<file path="src/rtl/hamming_pkg.sv">
// Shared types for the SECDED decode engine: FSM states, result flags and
// the Hamming-position map of the eleven message bits.
package hamming_pkg;

    typedef enum logic [2:0] {
        S_IDLE,
        S_RD_LO,
        S_RD_HI,
        S_WR_LO,
        S_WR_HI,
        S_DONE
    } state_t;

    typedef enum logic [1:0] {
        F_OK  = 2'b00,
        F_SGL = 2'b01,
        F_DBL = 2'b10
    } flag_t;

    // Entry j is the codeword position carrying message bit d[j+1].
    localparam logic [10:0][3:0] DATA_POS = {
        4'd15, 4'd14, 4'd13, 4'd12, 4'd11, 4'd10, 4'd9, 4'd7, 4'd6, 4'd5, 4'd3
    };

    function automatic logic [7:0] sat_inc(input logic [7:0] c);
        return (c == 8'hFF) ? c : c + 8'd1;
    endfunction

endpackage

</file>
<file path="src/rtl/hamming_secded_dec.sv">
// Combinational SECDED decoder for one 16-bit codeword (positions 15..1 plus
// overall parity in bit 0): corrects single errors, flags double errors.
module hamming_secded_dec
    import hamming_pkg::*;
(
    input  logic [15:0] cw,
    output logic [11:1] d,
    output flag_t       F
);

    logic [3:0]  w_syn;
    logic        w_par;
    logic [15:0] w_fix;

    always_comb begin
        w_syn = '0;
        for (int k = 1; k < 16; k++) begin
            if (cw[k]) w_syn = w_syn ^ 4'(k);
        end
        w_par = ^cw;

        // An odd parity error is a single hit; syndrome 0 means p0 itself.
        w_fix = cw;
        if (w_par && (w_syn != 4'd0)) w_fix[w_syn] = ~cw[w_syn];

        if (w_par)                F = F_SGL;
        else if (w_syn != 4'd0)   F = F_DBL;
        else                      F = F_OK;

        d = '0;
        for (int j = 0; j < 11; j++) begin
            d[j+1] = w_fix[DATA_POS[j]];
        end
    end

endmodule

</file>
<file path="src/rtl/hamming_decode_engine.sv">
// Memory-mastering engine: reads NUM_WORDS SECDED codewords, decodes each and
// writes {message, status} back, counting corrected and uncorrectable words.
module hamming_decode_engine
    import hamming_pkg::*;
#(
    parameter int NUM_WORDS = 15,
    parameter int SRC_BASE  = 30,
    parameter int DST_BASE  = 0,
    parameter int AW        = 8
) (
    input  logic          clk,
    input  logic          reset,
    input  logic          req,
    output logic          done,
    output logic [AW-1:0] mem_addr,
    input  logic [7:0]    mem_rd_data,
    output logic          mem_wr_en,
    output logic [7:0]    mem_wr_data,
    output logic [7:0]    sgl_cnt,
    output logic [7:0]    dbl_cnt
);

    localparam logic [AW-1:0] SRC = AW'(SRC_BASE);
    localparam logic [AW-1:0] DST = AW'(DST_BASE);

    state_t        r_state;
    logic [6:0]    r_idx;
    logic          r_done;
    logic [AW-1:0] r_addr;
    logic          r_wr_en;
    logic [7:0]    r_wr_data;
    logic [7:0]    r_sgl;
    logic [7:0]    r_dbl;
    logic [7:0]    r_lo;
    logic [2:0]    r_dat_hi;
    flag_t         r_flag;

    logic [AW-1:0] w_off;
    logic [AW-1:0] w_off_nx;
    logic [11:1]   w_dec_d;
    flag_t         w_dec_f;
    logic          w_last;

    assign w_off    = AW'({r_idx, 1'b0});
    assign w_off_nx = AW'({r_idx + 7'd1, 1'b0});
    assign w_last   = (r_idx == 7'(NUM_WORDS - 1));

    // Decoder sees the hi byte straight off the bus while in RD_HI.
    hamming_secded_dec u_dec (
        .cw ({mem_rd_data, r_lo}),
        .d  (w_dec_d),
        .F  (w_dec_f)
    );

    always_ff @(posedge clk or negedge reset) begin
        if (!reset) begin
            r_state   <= S_IDLE;
            r_idx     <= '0;
            r_done    <= 1'b0;
            r_addr    <= '0;
            r_wr_en   <= 1'b0;
            r_wr_data <= '0;
            r_sgl     <= '0;
            r_dbl     <= '0;
        end else begin
            case (r_state)
                S_IDLE, S_DONE: begin
                    if (req) begin
                        r_state <= S_RD_LO;
                        r_idx   <= '0;
                        r_sgl   <= '0;
                        r_dbl   <= '0;
                        r_done  <= 1'b0;
                        r_addr  <= SRC;
                    end
                end
                S_RD_LO: begin
                    r_state <= S_RD_HI;
                    r_addr  <= SRC + w_off + AW'(1);
                end
                S_RD_HI: begin
                    r_state   <= S_WR_LO;
                    r_addr    <= DST + w_off;
                    r_wr_en   <= 1'b1;
                    r_wr_data <= w_dec_d[8:1];
                end
                S_WR_LO: begin
                    r_state   <= S_WR_HI;
                    r_addr    <= DST + w_off + AW'(1);
                    r_wr_data <= {r_flag, 3'b000, r_dat_hi};
                end
                S_WR_HI: begin
                    r_wr_en <= 1'b0;
                    if (r_flag == F_SGL) r_sgl <= sat_inc(r_sgl);
                    if (r_flag == F_DBL) r_dbl <= sat_inc(r_dbl);
                    if (w_last) begin
                        r_state <= S_DONE;
                        r_done  <= 1'b1;
                        r_addr  <= '0;
                    end else begin
                        r_state <= S_RD_LO;
                        r_idx   <= r_idx + 7'd1;
                        r_addr  <= SRC + w_off_nx;
                    end
                end
                default: r_state <= S_IDLE;
            endcase
        end
    end

    always_ff @(posedge clk) begin
        if (r_state == S_RD_LO) r_lo <= mem_rd_data;
        if (r_state == S_RD_HI) begin
            r_dat_hi <= w_dec_d[11:9];
            r_flag   <= w_dec_f;
        end
    end

    assign done        = r_done;
    assign mem_addr    = r_addr;
    assign mem_wr_en   = r_wr_en;
    assign mem_wr_data = r_wr_data;
    assign sgl_cnt     = r_sgl;
    assign dbl_cnt     = r_dbl;

endmodule

</file>
<file path="config.mk">
export PLATFORM = sky130hd
export DESIGN_NAME = hamming_decode_engine
export DESIGN_NICKNAME = d
export VERILOG_FILES = /design/src/rtl/hamming_pkg.sv /design/src/rtl/hamming_secded_dec.sv /design/src/rtl/hamming_decode_engine.sv
export SDC_FILE = /design/constraint.sdc
export NUM_CORES = 1
export LEC_CHECK = 0
export BUFFER_PORTS_ARGS = -buffer_cell sky130_fd_sc_hd__buf_2
export CORE_UTILIZATION = 30
export CTS_CLUSTER_SIZE = 24
export DETAILED_ROUTE_END_ITERATION = 12
export PLACE_DENSITY = 0.56
export SYNTH_ARGS = -nofsm -noshare
export SYNTH_HDL_FRONTEND = slang
export SYNTH_SLANG_ARGS = --single-unit
export TNS_END_PERCENT = 30
</file>
<file path="constraint.sdc">
create_clock -name clk -period 5.8 [get_ports clk]
set_input_delay 0.58 -clock clk [delete_from_list [all_inputs] [get_ports clk]]
set_output_delay 0.58 -clock clk [all_outputs]
set_load 0.01 [all_outputs]
</file>
==> results of run 1 <==
registers in the layout, indices dropped and copies added, names as in the netlist:
signal / cells
dbl_cnt: 8
r_flag: 2
mem_addr: 8
r_lo: 8
mem_wr_data: 8
r_idx: 7
sgl_cnt: 8
mem_wr_en: 1
r_dat_hi: 3
r_state: 3
done: 1
metrics by stage:
step / power [W] / std cells / instance area (sq um) / setup WS (ns) / util (%)
final: 0.00236 / 570 / 4190 / 2.79 / 36.5
after global routing: 0.00253 / 570 / 4190 / 2.61 / 36.5
after CTS: 0.00238 / 570 / 4190 / 2.84 / 36.5
after detailed placement: 0.00185 / 554 / 3900 / 2.61 / 34.0
after global placement: 0.00185 / 554 / 3900 / 2.71 / 34.0
after floorplan: 0.00156 / 382 / 3560 / 3.26 / -
metal layers:
layer	up-vias	share of wire, %
met1	1412	46
met3	16	4.9
li1	1438	-
met5	-	0
met2	74	47
met4	0	1.9
kinds of logic after synthesis:
group	after synthesis	share of synthesized area (%)
compound gates	74	12.6
xor+xnor	52	16.4
fa+ha+maj	5	1.76
buf+inv	24	2.71
flops	57	41.9
mux	8	2.50
simple gates	162	22.1
power by group:
part	internal [W]	switching [W]	total [W]	leakage, nW
clock network	0.000322	0.000189	0.000511	0.145
registers	0.000543	0.000126	0.000669	0.698
logic	0.000448	0.000735	0.00118	1.00
total	0.00131	0.00105	0.00236	1.84
area by class of cell:
cell class	instances	area [sq um]	area share, %
clock buffers	13	270	6.45
clock inverters	3	15.0	0.359
inverters	8	30.0	0.717
multi-input cells	301	1970	47.1
flip-flops and latches	57	1490	35.6
well taps	143	179	4.27
repair buffers	45	228	5.44
cells in the mapped netlist (3+ instances only):
cell type and count:
edfxtp_1 13, nand3_1 17, o211ai_1 3, o22ai_1 3, nand2_1 45, clkbuf_1 13, nand2b_1 10, xnor2_2 8
and3_1 11, xnor2_1 16, a31oi_1 5, o21ai_0 17, nor3_1 8, o21ai_1 10, nor2_1 43, nor2b_1 4
a21oi_1 21, nand4_1 8, xor2_1 24, mux2i_1 4, ha_1 5, dfrtp_1 44, inv_1 6
worst reg2reg max path: stages, from the launching register on:
cell and delay (ns):
edfxtp_1 0.55, xnor2_2 0.25, xnor2_4 0.32, xnor2_1 0.13, xnor2_1 0.73, nand3_1 0.29
nor2_1 0.16, mux2_2 0.34
worst max path at each step:
stage | from | to
after global routing | r_lo[7] | r_dat_hi[1]
after global placement | mem_rd_data[7] | r_dat_hi[1]
after floorplan | mem_rd_data[7] | r_dat_hi[0]
after CTS | r_lo[7] | r_dat_hi[1]
after detailed placement | mem_rd_data[7] | r_dat_hi[1]
final | r_lo[7] | r_dat_hi[1]
==> results.toml, run 1 <==
[run_status]
status = "complete, no violations"

[route]
via_per_inst = 5.16
drtIter0Drc = 186
routedWlPerCell_um = 15.8
final_antenna_net_count = 0
drt_first_pass_iters = 4
drt-total-wl_um = 8990
via_count = 2940
drc_errors = 0

[grt]
grt.overflow.total = 0
grt_max_degree = 45
antenna_found_initial = 0
grt_pass1_wl_um = 14900
globalRouteMet2Util_pct = 24.2
grt_pass1_vias = 2825
track_usage_pct = 15.5
use_met3_pct = 3.72
busiest_layer = "met2"
use_met1_pct = 20.8

[floorplan]
fp.dieH_um = 111
die_x_um = 111
start_util_pct = 31.0
io-pin-count = 45
rows = 39
core_area_sq_um = 11500
die_area_sq_um = 12300

[timing]
setup_tns_ns = 0
whs_ns = 0.429
tightest_slew_ns = 1.03
min_period_ns = 3.01
clock.fmax_mhz = 332
min_period_over_period_pct = 51.9
rsz0062_at_grt = "false"
relSlewSlack_pct = 31.3
finalHoldViolations = 0
setup_viol = 0
slew_viol_final = 0
clock_skew_ns = 0.00568

[critical_path]
cp-start-kind = "flip-flop"
crit_buf_inv = 0
required_ns = 5.89
cp_max_fo = 12
r2r_end = "r_dat_hi[1]"
path_cells = "xnor2_2 -> xnor2_4 -> xnor2_1 -> xnor2_1 -> nand3_1 -> nor2_1 -> mux2_2"
path_class = "flip-flop to flip-flop"
critPathMaxStageDelay_ns = 0.73
r2r_slack_ns = 2.79
end_kind = "flip-flop"
r2r-start = "r_lo[7]"
r2r.worst_path.cells = 7
crit_top_cell = "xnor2_1"
cp_top_family = "XOR/XNOR gates"
worstSetupPathDepth = 7
cp.arrival_ns = 3.10
cp_slowest_cell = "xnor2_1"

[yosys]
synth_area_sq_um = 3560
synth_ff_type = "dfrtp_1"
synth_seq_area_share_pct = 41.9
syn-num-nets = 398
synth_cells = 382
yosys_register_bits = 57
synth_top_cell_area_share_pct = 31.0
synth_area_per_cell_sq_um = 9.31
synth_enable_flop_cells = 13
ys_async_sr_fraction_pct = 77.2
netlist_top_cells_area = "dfrtp_1 31%, edfxtp_1 11%, xor2_1 5.9%"
synth.distinct_cells = 55
yosysWarnings = 0
yosysTopAreaCell = "dfrtp_1"

[cts]
path_clk_slew_ns = 0.05
clock_path_buffers = 2
cts_tree = "built"
cts_root_buffer = "clkbuf_16"
postCtsSetupBuffers = 0
hold_buffers = 0
insertion_delay_ns = 0.34
clock-sinks = 57
postCtsResizedCells = 0
numCtsBuffers = 9
cts_max_level = 3

[place]
dp_hpwl_um = 6330
io_buffers = 44
gp_congestion = 0.854

[layout]
syn2layout_area_growth_pct = 17.8
final_common_cell = "nand2_1"
final_cell_mix = "45 x nand2_1, 44 x dfrtp_1, 44 x buf_2, 43 x nor2_1, 24 x xor2_1"
fillCellCount = 1155
layout-drive-gt1-share_pct = 18.7
nNetsFinal = 438
diodes = 0

[power]
power.leakage_nw = 1.84
p_per_area_nw_per_um2 = 564
irDropWorstVdd_mv = 0.357

[hold_path]
holdCritPathClass = "primary input to async pin"

[flow_run]
maxCapViolations = 0
(Power assumes the default switching activity.)
==> run 2: changes to the inputs <==
--- a/config.mk
+++ b/config.mk
@@ -5,11 +5,12 @@
 export SDC_FILE = /design/constraint.sdc
 export NUM_CORES = 1
 export LEC_CHECK = 0
+export ABC_AREA = 1
 export BUFFER_PORTS_ARGS = -buffer_cell sky130_fd_sc_hd__buf_2
 export CORE_UTILIZATION = 30
 export CTS_CLUSTER_SIZE = 24
 export DETAILED_ROUTE_END_ITERATION = 12
-export PLACE_DENSITY = 0.56
+export PLACE_DENSITY = 0.57
 export SYNTH_ARGS = -nofsm -noshare
 export SYNTH_HDL_FRONTEND = slang
 export SYNTH_SLANG_ARGS = --single-unit
==> constraint.sdc (replaced) <==
create_clock -name clk -period 2.5 [get_ports clk]
set_input_delay 0.25 -clock clk [delete_from_list [all_inputs] [get_ports clk]]
set_output_delay 0.25 -clock clk [all_outputs]
set_load 0.01 [all_outputs]
==> results.toml, run 2 <==
[power]
irDropWorstVdd_mv = 0.941
p_int_w = 0.00327
power_w = 0.00619
power.leakage_nw = 2.20
p_per_area_nw_per_um2 = 1400
p_clk_share_pct = 18.5
p_seq_share_pct = 23.4
comb_power_share_pct = 58.1
switchingPower_w = 0.00293
switching_share_pct = 47.3

[place]
io_buffers = 44
gp_congestion = 0.853
placed_area_sq_um = 4060
dp_hpwl_um = 6740

[run_status]
status = "complete, but fails checks"
violations = "DRC"

[yosys]
synth_seq_area_share_pct = 41.6
yosys_register_bits = 57
netlist_top_cells_area = "dfrtp_1 31%, nand2_1 11%, edfxtp_1 11%"
ys_async_sr_fraction_pct = 77.2
synth_ff_type = "dfrtp_1"
synth_cells = 468
yosysWarnings = 0
muxShareOfSynthArea_pct = 0
synth.distinct_cells = 39
synth_adder_area_share_pct = 1.74
synth_area_per_cell_sq_um = 7.66
synth_area_sq_um = 3590
yosysTopAreaCell = "dfrtp_1"
synth_xor_area_share_pct = 8.69
syn-num-nets = 484
synth_enable_flop_cells = 13
synth_compound_gate_area_share_pct = 11.3
synth_top_cell_area_share_pct = 30.7
synth_simple_gate_area_share_pct = 28.1
yosysMostFrequentCell = "nand2_1"
synth_common_cells = "109 x nand2_1, 73 x inv_1, 49 x nand3_1, 44 x dfrtp_1, 44 x nor2_1"
synth_top_family_by_area = "simple AND/OR/NAND/NOR gates"

[critical_path]
r2r_slack_ns = 0.20
cp_max_fo = 6
critPathMaxStageDelay_ns = 0.43
cp_slowest_cell = "edfxtp_1"
cp.arrival_ns = 2.39
path_class = "flip-flop to flip-flop"
path_cells = "xnor2_1 -> xor2_1 -> xor2_2 -> inv_2 -> nor2_1 -> inv_1 -> nor2_4 -> nand4_1 -> nand2_1 -> inv_1"
cp-start-kind = "flip-flop"
crit_top_cell = "inv_1"
required_ns = 2.59
end_kind = "flip-flop"

[timing]
finalHoldViolations = 0
setup_tns_ns = 0
whs_ns = 0.0896
slew_viol_final = 0
min_period_ns = 2.30
clock.fmax_mhz = 434
tightest_slew_ns = 1.03
rsz0062_at_grt = "false"
setup_viol = 0
relSlewSlack_pct = 31.5
min_period_over_period_pct = 92.1
clock_skew_ns = 0.0105

[grt]
grt_max_degree = 45
grt.overflow.total = 0
antenna_found_initial = 0
grt_pass1_vias = 3223
track_usage_pct = 15.5
grt_pass1_wl_um = 15100

[cts]
clock_path_buffers = 2
hold_buffers = 0
path_clk_slew_ns = 0.06
cts_tree = "built"
numCtsBuffers = 9
insertion_delay_ns = 0.34
clock-sinks = 57
cts_max_level = 3
cts_root_buffer = "clkbuf_16"

[layout]
nNetsFinal = 551
final_area_sq_um = 4420
final_cell_mix = "108 x nand2_1, 73 x inv_1, 47 x nand3_1, 44 x dfrtp_1, 44 x buf_2"
diodes = 0
multiInputGateArea_sq_um = 1840
fillCellCount = 1210
syn2layout_area_growth_pct = 23.1
register_area_sq_um = 1490
final_common_cell = "nand2_1"
layout-drive-gt1-share_pct = 18.2
fin_util_pct = 38.3

[flow_run]
maxCapViolations = 0

[floorplan]
die_x_um = 111
io-pin-count = 45
fp.dieH_um = 111
rows = 39
core_area_sq_um = 11500
start_util_pct = 31.1
die_area_sq_um = 12400

[route]
final_antenna_net_count = 0
drc_errors = 6
drtIter0Drc = 213
via_count = 3314
drt-total-wl_um = 9150
routedWlPerCell_um = 13.4
drt_first_pass_iters = 9
via_per_inst = 4.86

[hold_path]
holdCritPathClass = "primary input to async pin"
run 2: power by group through the flow:
stage | Clock (W) | Sequential (W) | Combinational, W
after floorplan | 0 | 0.00147 | 0.00241
after global placement | 0 | 0.00146 | 0.00334
after detailed placement | 0 | 0.00146 | 0.00336
after CTS | 0.00118 | 0.00145 | 0.00338
after global routing | 0.00121 | 0.00149 | 0.00400
final | 0.00114 | 0.00145 | 0.00360
run 2: critical path: cells and delay by family (launching register included):
family	cells	cell delay, ns
buf+inv	3	0.24
simple gates	4	0.49
xor+xnor	3	0.90
flops	1	0.43
run 2: cell type report:
cell class / instances / area share [%]
repair buffers: 60 / 7.71
inverters: 77 / 6.55
flip-flops and latches: 57 / 33.8
clock inverters: 3 / 0.368
clock buffers: 12 / 5.81
well taps: 143 / 4.05
multi-input cells: 330 / 41.7
run 2: routing by layer:
metal  routed length, um  vias to the layer above  track usage [%]
met5                   0                        -                0
met4                 166                        0             6.04
met3                 439                       16             4.63
met2                4350                       84             25.7
met1                4190                     1547             18.8
li1                    -                     1667                -
run 2: path summary, 6_finish.rpt:
kind                                      from              to  depth (start not counted)
max in group asynchronous                reset  mem_wr_data[5]                          1
worst max-delay path                   r_lo[3]     r_dat_hi[1]                         10
worst max register to register         r_lo[3]     r_dat_hi[1]                         10
min in group clk                mem_rd_data[0]         r_lo[0]                          1
worst min-delay path                     reset        r_idx[2]                          1
worst min register to register  mem_wr_data[5]  mem_wr_data[5]                          2
run 2: logic make-up after synthesis:
family / count (synthesis)
AO/OA/AOI/OAI: 68
adder cells (fa/ha/maj): 5
buffers and inverters: 82
flip-flops: 57
AND/OR/NAND/NOR: 229
XOR/XNOR: 27
run 2: per-stage QoR:
stage,instances,setup WS [ns]
2_1_floorplan,468,0.373
3_3_place_gp,663,0.137
3_5_place_dp,663,0.0754
4_1_cts,678,0.0598
5_1_grt,682,0.00153
6_report,682,0.198
run 2: what timing repair did:
item | CTS | global route
gates resized for setup | 0 | 9
buffers inserted | 0 | 3
endpoints found under the setup margin | 0 | 13
==> run 3: changes to the inputs <==
--- a/config.mk
+++ b/config.mk
@@ -5,12 +5,12 @@
 export SDC_FILE = /design/constraint.sdc
 export NUM_CORES = 1
 export LEC_CHECK = 0
-export ABC_AREA = 1
 export BUFFER_PORTS_ARGS = -buffer_cell sky130_fd_sc_hd__buf_2
 export CORE_UTILIZATION = 30
 export CTS_CLUSTER_SIZE = 24
 export DETAILED_ROUTE_END_ITERATION = 12
-export PLACE_DENSITY = 0.57
+export PLACE_DENSITY = 0.58
+export REMOVE_ABC_BUFFERS = 1
 export SYNTH_ARGS = -nofsm -noshare
 export SYNTH_HDL_FRONTEND = slang
 export SYNTH_SLANG_ARGS = --single-unit
==> results.toml, run 3 (synthesis gave the netlist of run 1 again) <==
[floorplan]
die_x_um = 111
fp.dieH_um = 111
start_util_pct = 31.0
die_area_sq_um = 12300
rows = 39
core_area_sq_um = 11500
io-pin-count = 45

[route]
topRoutingLayerUsed = "met4"
routed-wl-met3_um = 392
drc_errors = 0
drt_first_pass_iters = 5
final_antenna_net_count = 0
dr_wl_met2_um = 3930
via_per_inst = 5.00
via_count = 2981
routedWlPerCell_um = 14.6
drt-total-wl_um = 8720
drtIter0Drc = 243
drt-met1-wl_um = 4220

[layout]
syn2layout_area_growth_pct = 24.7
final-instance-count-excl-fill = 596
nNetsFinal = 464
final_common_cell = "nand2_1"
final_cell_mix = "45 x nand2_1, 44 x dfrtp_1, 44 x buf_2, 43 x nor2_1, 27 x buf_4"
diodes = 0
layout-drive-gt1-share_pct = 23.6

[power]
p_per_area_nw_per_um2 = 1350
power_w = 0.00598
power.leakage_nw = 1.98
irDropWorstVdd_mv = 0.599

[place]
place_ws_ns = 0.129
gp_congestion = 0.847
io_buffers = 44
dp.cells = 580
dp_hpwl_um = 6490

[timing]
clock.fmax_mhz = 415
setup_viol = 0
min_period_over_period_pct = 96.4
clock_skew_ns = 0.00903
finalHoldViolations = 0
tightest_slew_ns = 0.987
setup_slack_ns = 0.0888
setup_tns_ns = 0
whs_ns = 0.0851
min_period_ns = 2.41
relSlewSlack_pct = 34.2
slew_viol_final = 0

[hold_path]
holdCritPathClass = "primary input to async pin"

[critical_path]
cp-start-kind = "flip-flop"
r2r_end = "r_dat_hi[1]"
crit_top_cell = "xnor2_1"
end_kind = "flip-flop"
cp_max_fo = 10
r2r_slack_ns = 0.09
required_ns = 2.59
crit_buf_inv = 1
cp_top_family = "XOR/XNOR gates"
worstSetupPathDepth = 8
critPathMaxStageDelay_ns = 0.53
cp.arrival_ns = 2.50
crit_path_end = "r_dat_hi[1]"
cp_slowest_cell = "edfxtp_1"
r2r-start = "r_lo[7]"
r2r.worst_path.cells = 8
path_class = "flip-flop to flip-flop"
crit_start = "r_lo[7]"
path_cells = "xnor2_2 -> xnor2_4 -> xnor2_1 -> xnor2_1 -> buf_4 -> nand3_1 -> nor2_1 -> mux2_2"

[cts]
hold_buffers = 0
insertion_delay_ns = 0.34
path_clk_slew_ns = 0.06
cts_root_buffer = "clkbuf_16"
postCtsSetupBuffers = 0
cts_tree = "built"
clock_path_buffers = 2
clock-sinks = 57
numCtsBuffers = 9
cts_max_level = 3
postCtsResizedCells = 0

[flow_run]
maxCapViolations = 0

[grt]
track_usage_pct = 14.7
grt_max_degree = 45
grt_pass1_wl_um = 14200
antenna_found_initial = 0
grt_pass1_vias = 2740
grt.overflow.total = 0

[run_status]
status = "complete, no violations"
run 3: how the worst min path moves through the flow:
stage | endpoint | from | cells after the start | slack (ns)
after floorplan | dbl_cnt[0] | reset | 0 | -0.05
after global placement | mem_addr[0] | mem_addr[0] | 2 | 0.46
after detailed placement | mem_addr[0] | mem_addr[0] | 2 | 0.47
after CTS | mem_wr_data[6] | reset | 1 | 0.13
after global routing | mem_addr[5] | reset | 1 | 0.17
final | mem_addr[6] | reset | 1 | 0.09
run 3: layout make-up:
cell class	count	area, sq um
repair buffers	71	423
well taps	143	179
clock buffers	10	250
flip-flops and latches	57	1490
clock inverters	6	63.8
fillers	1154	7030
multi-input cells	301	2000
inverters	8	30.0
run 3: per-layer routing:
layer / global-route usage [%] / vias up
li1: - / 1476
met1: 20.3 / 1413
met2: 21.7 / 80
met3: 3.44 / 12
met4: 6.93 / 0
met5: 0 / -
run 3: per-stage QoR:
step	util, %	instance area, sq um
final	38.7	4430
after global routing	38.7	4430
after CTS	38.5	4410
after detailed placement	35.7	4100
after global placement	35.7	4100
after floorplan	-	3490
run 3: worst reg2reg max path: stages (launching register included):
cell      delay (ns)
edfxtp_1        0.53
xnor2_2         0.32
xnor2_4         0.11
xnor2_1         0.15
xnor2_1         0.27
buf_4           0.21
nand3_1         0.11
nor2_1          0.13
mux2_2          0.34
run 3: power breakdown:
group / internal [W] / switching [W] / total [W]
Sequential: 0.00126 / 0.000213 / 0.00147
Combinational: 0.00141 / 0.00183 / 0.00323
Clock: 0.000829 / 0.000450 / 0.00128
Total: 0.00349 / 0.00249 / 0.00598
